### src/rtl/hyperbus_ctrl.sv
// HyperBus word-level transaction sequencer: CS#, 48-bit CA phase, initial latency,
// 16-bit data transfer and minimum CS# high time, one PHY word per hbus_clk.
module hyperbus_ctrl #(
  parameter int ADDR_WIDTH = 32,
  parameter int LATENCY    = 6,
  parameter int CSHI_CYC   = 2,
  parameter int RD_TIMEOUT = 64
) (
  input  logic                  hbus_clk,
  input  logic                  hbus_rst,
  input  logic                  cmd_valid,
  output logic                  cmd_ready,
  input  logic                  cmd_we,
  input  logic [ADDR_WIDTH-1:0] cmd_adr,
  input  logic [7:0]            cmd_len,
  input  logic [15:0]           wr_dat,
  input  logic [1:0]            wr_be,
  input  logic                  wr_valid,
  output logic                  wr_ready,
  output logic [15:0]           rd_dat,
  output logic                  rd_valid,
  output logic                  busy,
  output logic                  done,
  output logic                  err,
  output logic                  hb_cs_n,
  output logic [15:0]           hb_dq_o,
  output logic                  hb_dq_oe,
  output logic [1:0]            hb_rwds_o,
  output logic                  hb_rwds_oe,
  input  logic [15:0]           hb_dq_i,
  input  logic                  hb_dq_vld,
  input  logic                  hb_rwds_i
);

  // Handshakes: a command moves when cmd_valid & cmd_ready are both high at a rising
  // edge; a write word moves when wr_valid & wr_ready are both high at a rising edge;
  // rd_valid is a one-cycle strobe with no back-pressure.

  localparam logic [2:0] S_IDLE  = 3'd0;
  localparam logic [2:0] S_CA    = 3'd1;
  localparam logic [2:0] S_LAT   = 3'd2;
  localparam logic [2:0] S_WDATA = 3'd3;
  localparam logic [2:0] S_RDATA = 3'd4;
  localparam logic [2:0] S_CSHI  = 3'd5;

  localparam int LW = $clog2(2 * LATENCY + 1);
  localparam int TW = $clog2(RD_TIMEOUT + 1);
  localparam int CW = (CSHI_CYC > 1) ? $clog2(CSHI_CYC) : 1;

  localparam logic [LW-1:0] LAT_SHORT = LW'(LATENCY - 1);
  localparam logic [LW-1:0] LAT_LONG  = LW'(2 * LATENCY - 1);
  localparam logic [TW-1:0] TO_LAST   = TW'(RD_TIMEOUT - 1);
  localparam logic [CW-1:0] CSHI_LAST = CW'(CSHI_CYC - 1);

  logic [2:0]    state;
  logic          we_q;
  logic [47:0]   ca_q;
  logic [8:0]    rem;
  logic [1:0]    ca_cnt;
  logic [LW-1:0] lat_cnt;
  logic [TW-1:0] to_cnt;
  logic [CW-1:0] cshi_cnt;
  logic [31:0]   adr32;
  logic [47:0]   ca_w;

  generate
    if (ADDR_WIDTH >= 32) begin : g_adr_trunc
      assign adr32 = cmd_adr[31:0];
    end else begin : g_adr_ext
      assign adr32 = {{(32 - ADDR_WIDTH){1'b0}}, cmd_adr};
    end
  endgenerate

  // Read/write flag, memory space, linear burst, row/upper address, reserved, word-in-page.
  assign ca_w = {~cmd_we, 1'b0, 1'b1, adr32[31:3], 13'd0, adr32[2:0]};

  assign cmd_ready = (state == S_IDLE) & ~hbus_rst;
  assign busy      = (state != S_IDLE);

  always_ff @(posedge hbus_clk or posedge hbus_rst) begin
    if (hbus_rst) begin
      state      <= S_IDLE;
      we_q       <= 1'b0;
      ca_q       <= '0;
      rem        <= '0;
      ca_cnt     <= '0;
      lat_cnt    <= '0;
      to_cnt     <= '0;
      cshi_cnt   <= '0;
      hb_cs_n    <= 1'b1;
      hb_dq_o    <= '0;
      hb_dq_oe   <= 1'b0;
      hb_rwds_o  <= '0;
      hb_rwds_oe <= 1'b0;
      rd_valid   <= 1'b0;
      rd_dat     <= '0;
      done       <= 1'b0;
      err        <= 1'b0;
      wr_ready   <= 1'b0;
    end else begin
      rd_valid <= 1'b0;
      done     <= 1'b0;
      err      <= 1'b0;
      case (state)
        S_IDLE: begin
          if (cmd_valid && cmd_ready) begin
            we_q     <= cmd_we;
            ca_q     <= ca_w;
            rem      <= {1'b0, cmd_len} + 9'd1;
            ca_cnt   <= 2'd0;
            hb_dq_o  <= ca_w[47:32];
            hb_cs_n  <= 1'b0;
            hb_dq_oe <= 1'b1;
            state    <= S_CA;
          end
        end
        S_CA: begin
          if (ca_cnt == 2'd0) begin
            hb_dq_o <= ca_q[31:16];
            ca_cnt  <= 2'd1;
          end else if (ca_cnt == 2'd1) begin
            hb_dq_o <= ca_q[15:0];
            ca_cnt  <= 2'd2;
          end else begin
            // RWDS high during CA means the device asks for doubled latency.
            hb_dq_o  <= '0;
            hb_dq_oe <= 1'b0;
            lat_cnt  <= hb_rwds_i ? LAT_LONG : LAT_SHORT;
            state    <= S_LAT;
          end
        end
        S_LAT: begin
          if (lat_cnt == '0) begin
            if (we_q) begin
              wr_ready <= 1'b1;
              state    <= S_WDATA;
            end else begin
              to_cnt <= '0;
              state  <= S_RDATA;
            end
          end else begin
            lat_cnt <= lat_cnt - 1'b1;
          end
        end
        S_WDATA: begin
          if (rem == 9'd0) begin
            // Last word has been on the bus for one cycle; close the burst.
            hb_cs_n    <= 1'b1;
            hb_dq_oe   <= 1'b0;
            hb_rwds_oe <= 1'b0;
            hb_dq_o    <= '0;
            hb_rwds_o  <= '0;
            done       <= 1'b1;
            cshi_cnt   <= CSHI_LAST;
            state      <= S_CSHI;
          end else if (wr_valid) begin
            hb_dq_o    <= wr_dat;
            hb_rwds_o  <= ~wr_be;
            hb_dq_oe   <= 1'b1;
            hb_rwds_oe <= 1'b1;
            rem        <= rem - 9'd1;
            if (rem == 9'd1) wr_ready <= 1'b0;
          end else begin
            hb_cs_n    <= 1'b1;
            hb_dq_oe   <= 1'b0;
            hb_rwds_oe <= 1'b0;
            hb_dq_o    <= '0;
            hb_rwds_o  <= '0;
            wr_ready   <= 1'b0;
            err        <= 1'b1;
            cshi_cnt   <= CSHI_LAST;
            state      <= S_CSHI;
          end
        end
        S_RDATA: begin
          if (hb_dq_vld) begin
            rd_dat   <= hb_dq_i;
            rd_valid <= 1'b1;
            rem      <= rem - 9'd1;
            to_cnt   <= '0;
            if (rem == 9'd1) begin
              done     <= 1'b1;
              hb_cs_n  <= 1'b1;
              cshi_cnt <= CSHI_LAST;
              state    <= S_CSHI;
            end
          end else if (to_cnt == TO_LAST) begin
            err      <= 1'b1;
            hb_cs_n  <= 1'b1;
            cshi_cnt <= CSHI_LAST;
            state    <= S_CSHI;
          end else begin
            to_cnt <= to_cnt + 1'b1;
          end
        end
        S_CSHI: begin
          if (cshi_cnt == '0) state <= S_IDLE;
          else                cshi_cnt <= cshi_cnt - 1'b1;
        end
        default: state <= S_IDLE;
      endcase
    end
  end

endmodule

### config.mk
export PLATFORM = sky130hd
export DESIGN_NAME = hyperbus_ctrl
export DESIGN_NICKNAME = d
export VERILOG_FILES = /design/src/rtl/hyperbus_ctrl.sv
export SDC_FILE = /design/constraint.sdc
export NUM_CORES = 1
export LEC_CHECK = 0
export ABC_CLOCK_PERIOD_IN_PS = 2790
export CAP_MARGIN = 0
export CORE_ASPECT_RATIO = 1.75
export CORE_MARGIN = 5
export CORE_UTILIZATION = 43
export CTS_CLUSTER_SIZE = 30
export DETAILED_ROUTE_END_ITERATION = 12
export MAX_ROUTING_LAYER = met4
export PLACE_DENSITY = 0.76
export SYNTH_ARGS = -nofsm -noshare
export SYNTH_HDL_FRONTEND = slang
export SYNTH_SLANG_ARGS = --single-unit
### constraint.sdc
create_clock -name hbus_clk -period 2.79 [get_ports hbus_clk]
set_input_delay 0.558 -clock hbus_clk [delete_from_list [all_inputs] [get_ports hbus_clk]]
set_output_delay 0.558 -clock hbus_clk [all_outputs]
set_load 0.1 [all_outputs]
Word level (Yosys, flattened, before mapping)
Index checks and enable logic that the tools add are counted.
{"block": "totals", "ff_bits": 87, "output_inout_bits": 43, "wordCells": 148}
{"block": "classes", "add_sub_neg": 5, "eq_ne": 25, "muxes": 71, "n_bitwise": 4, "n_reduce_logical": 25}
{"cell": "$mux W16", "count": 4}
{"cell": "$pmux W16 S3", "count": 1}
{"cell": "$mux W3", "count": 12}
{"cell": "$mux W9", "count": 4}
{"cell": "$mux W7", "count": 4}
{"cell": "$pmux W9 S3", "count": 1}
{"cell": "$mux W1", "count": 26}
{"cell": "$ne A2 B2 Y1 const B", "count": 10}
{"cell": "$ne A3 B3 Y1 const B", "count": 6}
{"cell": "$pmux W3 S6", "count": 1}
{"cell": "$mux W4", "count": 4}
{"cell": "$reduce_and A4 Y1", "count": 4}
{"cell": "$reduce_and A5 Y1", "count": 3}
{"cell": "$pmux W7 S2", "count": 1}
{"cell": "$reduce_bool A3 Y1", "count": 4}
{"cell": "$mux W2", "count": 5}
{"cell": "$add A8 B1 Y9 const B", "count": 1}
{"cell": "$eq A9 B1 Y1 const B", "count": 1}
{"cell": "$logic_not A9 Y1", "count": 1}
{"cell": "$pmux W1 S3", "count": 3}
{"cell": "$sub A9 B1 Y9 const B", "count": 1}
{"cell": "$pmux W4 S2", "count": 1}
{"cell": "$reduce_and A8 Y1", "count": 1}
{"cell": "$reduce_bool A2 Y1", "count": 4}
{"cell": "other kinds (20)", "count": 27}

Longest topological paths before layout
{"block": "logic_depth", "depth_word": 5, "mapped_depth": 8, "depth_no_buf": 7}

Least setup slack after synthesis
No wires, ideal clock.
{"block": "synth_timing", "path_type": "reg-to-output", "start": "reg state[0]", "end": "out cmd_ready", "t_arrival_ns": 2.353, "t_required_ns": 2.232, "path_slack_ns": -0.121, "path_stages_with_launch": 4, "path_buffers": 1, "cell_sequence": "dfrtp_1 > buf_4 > or3_4 > nor2_1"}
{"block": "synth_via", "elab_chain_len": 2}
{"element": "start: declaration", "line_no": "55", "rtl": "logic [2:0] state;"}
{"element": "start signal: assignment", "line_no": "82", "rtl": "state <= S_IDLE;"}
{"element": "start signal: assignment", "line_no": "114", "rtl": "state <= S_CA;"}
{"element": "start signal: assignment", "line_no": "129", "rtl": "state <= S_LAT;"}
{"element": "$logic_not A3 Y1", "line_no": "77", "rtl": "assign cmd_ready = (state == S_IDLE) & ~hbus_rst;"}
{"element": "$and A1 B1 Y1", "line_no": "77"}
{"element": "end: declaration", "line_no": "12", "rtl": "output logic cmd_ready,"}
No other way between the ends.

Final worst setup path
Ends and elaborated chain as after synthesis.

==> results by group <==
Yosys
  • YS warnings: 0
  • Yosys reg bits: 87
  • Post-synth EDFFs: 0
  • Mapped Nets: 538
  • Top_reg_cell synth: dfrtp_1
  • FFs w/ async S/R, synth: 1.00
  • Mean area per synthesized cell: 9.56 um2
  • Mapped Cells: 451
  • Mapped cell area: 4310 um2
  • Synth unique cells: 56
  • Seq/Total Area, Yosys: 0.505

Timing
  • Slew headroom: 0.517
  • Final setup slack of the worst path: 439 ps
  • Fmax: 425 MHz
  • Fin Setup TNS: 0 ps
  • Fin crit share: 0.843
  • Slew of the pin with the lowest slew margin: 725 ps
  • Final Max Slew Viols: 0
  • Skew final: 6.94 ps
  • Final Hold Fails: 0
  • RSZ-0062 raised after global routing: no
  • Finish-stage setup viols: 0
  • Period minus WS final: 2350 ps

Route
  • DRC Markers: 0
  • Post-DRT Antenna Nets: 0
  • WL/cell: 17.0 um
  • Pre-Repair DR Iteration Count: 4
  • Via total after detailed routing: 3863
  • Detail-routed via count per cell: 5.50
  • Routed WL: 11900 um
  • Initial drt markers: 160

Global route
  • Grt total ovfl: 0
  • Met1 Use GR: 0.229
  • GR peak layer: met2
  • Vias in the first global route: 4023
  • Met2 usage: 0.344
  • M3 GR Usage: 0.0435
  • Largest net degree at the start of global routing: 50
  • GRT Total Usage: 0.206
  • First-pass GRT wire length: 19400 um
  • Initial antenna violation count: 0

Final layout
  • Most common cell after layout, fill and taps aside: dfrtp_1
  • Filler cells: 850
  • Most frequent cells in the layout: dfrtp_1, nand2_1, clkdlybuf4s50_1, buf_4, nor2_1
  • Area grow syn2layout: 36.3%
  • Final #Nets: 662
  • Layout cell share with drive strength beyond 1: 0.182
  • # diodes: 0

Hold path
  • Worst Hold Class: flip-flop to flip-flop

CTS
  • Hold buffer count at cts: 0
  • Clk buf depth: 2
  • CTS tree: built
  • Postcts setup bufs: 0
  • Clock H-tree levels: 3
  • CTS root buffer: clkbuf_16
  • Post-CTS sizing: 0
  • Clock Sinks: 87
  • Worst-Skew Late Latency: 340 ps
  • Clk slew on worst S/H paths: 60 ps
  • Cts bufs inserted: 9

Setup path
  • Crit path required time: 2230 ps
  • Startpoint types: flip-flop
  • Crit end category: output port
  • Worst reg2reg path depth: 5
  • Critical path launch point: state[0]
  • Crit path to: cmd_ready
  • Critical path data arrival time: 1790 ps
  • Largest fanout on the critical path: 19
  • Critical path class: flip-flop to output port
  • FF-to-FF Start: state[2]
  • Crit Reg-Reg Endpoint: rem[6]
  • R2R Setup Slk: 500 ps

Die
  • Std-Cell Rows: 48
  • Initial core utilization: 0.438
  • Die Span X: 85.7 um
  • Ports: 124
  • Die Y: 142 um
  • DIE AREA: 12200 um2
  • Core area: 9850 um2

Place
  • IO buf count: 123
  • GP Congestion: 0.909
  • Setup WS pre-CTS: 369 ps
  • Detail Placement HPWL: 8880 um

Power and ir drop
  • Pwr Density: 1370 nW/um2
  • IR Drop Worst-Case VDD: 0.000979 V
  • Total power: 0.00805 W
  • Cell leakage power: 2.62 nW

Run status
  • Outcome: completed

Run
  • Max-Cap Viols: 0
[metrics by stage]
stage               cells  utilization  hold WS [ps]  instance area [um2]
floorplan             451            -           440                 4320
global placement      689        0.570           456                 5620
detailed placement    689        0.570           459                 5620
CTS                   703        0.597           477                 5880
global route          703        0.597           500                 5880
finish                703        0.597           474                 5880
[synthesized netlist by cell type (2+ instances only)]
cell	n	area, um2
nand2b_1	3	18.8
a221oi_1	12	105
a31oi_1	2	12.5
a32oi_1	3	26.3
o31ai_1	2	15.0
or3b_1	2	17.5
nand3b_1	2	15.0
o2bb2ai_1	2	17.5
a21oi_1	13	65.1
nor4_1	2	12.5
nand2_1	84	315
mux2_2	21	236
xnor2_1	8	70.1
buf_4	2	15.0
o21a_1	5	37.5
a221o_1	3	30.0
a311oi_1	3	26.3
a21o_1	2	15.0
clkbuf_1	18	67.6
o21ai_0	30	150
dfrtp_1	86	2150
a211oi_1	2	15.0
and3_1	2	12.5
and2_1	2	12.5
buf_2	4	20.0
nor3_1	26	130
a22o_1	6	52.6
nor4_2	2	25.0
nand3_1	10	50.1
xor2_1	2	17.5
or3_1	3	18.8
nor3b_1	5	37.5
nor2b_1	4	25.0
nor2_1	39	146
inv_1	13	48.8
ha_1	6	75.1
[layout make-up]
type                            count  area [um2]  area share
Sequential cell                    87        2180       0.371
Clock buffer                       10         239      0.0407
Timing Repair Buffer              138        1250       0.212
Clock inverter                      4        23.8     0.00404
Inverter                           13        52.6     0.00894
Multi-Input combinational cell    326        1980       0.337
Tap cell                          125         156      0.0266
[cells by family (layout without fill, tap and decap cells)]
logic type,Yosys count,after routing,share of synthesized area
adders and majority gates,6,6,0.0174
muxes,21,21,0.0548
AOI/OAI and AO/OA,95,95,0.151
and+or+nand+nor,194,194,0.213
buffers and inverters,38,165,0.0377
DFF,87,87,0.505
xor gates and xnor gates,10,10,0.0203
[power breakdown]
group / internal (W) / switching, W
sequential: 0.00183 / 0.000462
clock: 0.000613 / 0.000462
combinational: 0.00132 / 0.00337
total: 0.00376 / 0.00429
[flip-flops by register name (all words and copies together) (netlist names)]
signal	count
err	1
done	1
rd_valid	1
cshi_cnt	1
hb_rwds_o	2
hb_cs_n	1
state	3
hb_dq_o	16
rd_dat	16
rem	9
to_cnt	7
ca_cnt	2
hb_dq_oe	1
we_q	1
wr_ready	1
hb_rwds_oe	1
lat_cnt	4
ca_q	19
[critical path, cell delays in order (launching register included)]
cell and delay [ps]:
dfrtp_1 600, or3_4 520, nor2_2 150, buf_12 190
[routing by layer]
layer	wire length [um]	up-vias	share of wire
met3	707	28	0.059
li1	-	1833	-
met2	6310	145	0.53
met4	382	0	0.032
met5	0	-	0
met1	4530	1857	0.38
[worst min path at each step]
stage                   from       end  slack, ps  depth (start not counted)
floorplan            ca_q[0]   ca_q[0]        440                          2
global placement    ca_q[18]  ca_q[18]        460                          2
detailed placement   ca_q[2]   ca_q[2]        460                          2
CTS                  ca_q[2]   ca_q[2]        480                          2
global route         ca_q[2]   ca_q[2]        500                          2
finish               ca_q[2]   ca_q[2]        470                          2
Note: power is estimated with default switching activity, not from simulation.
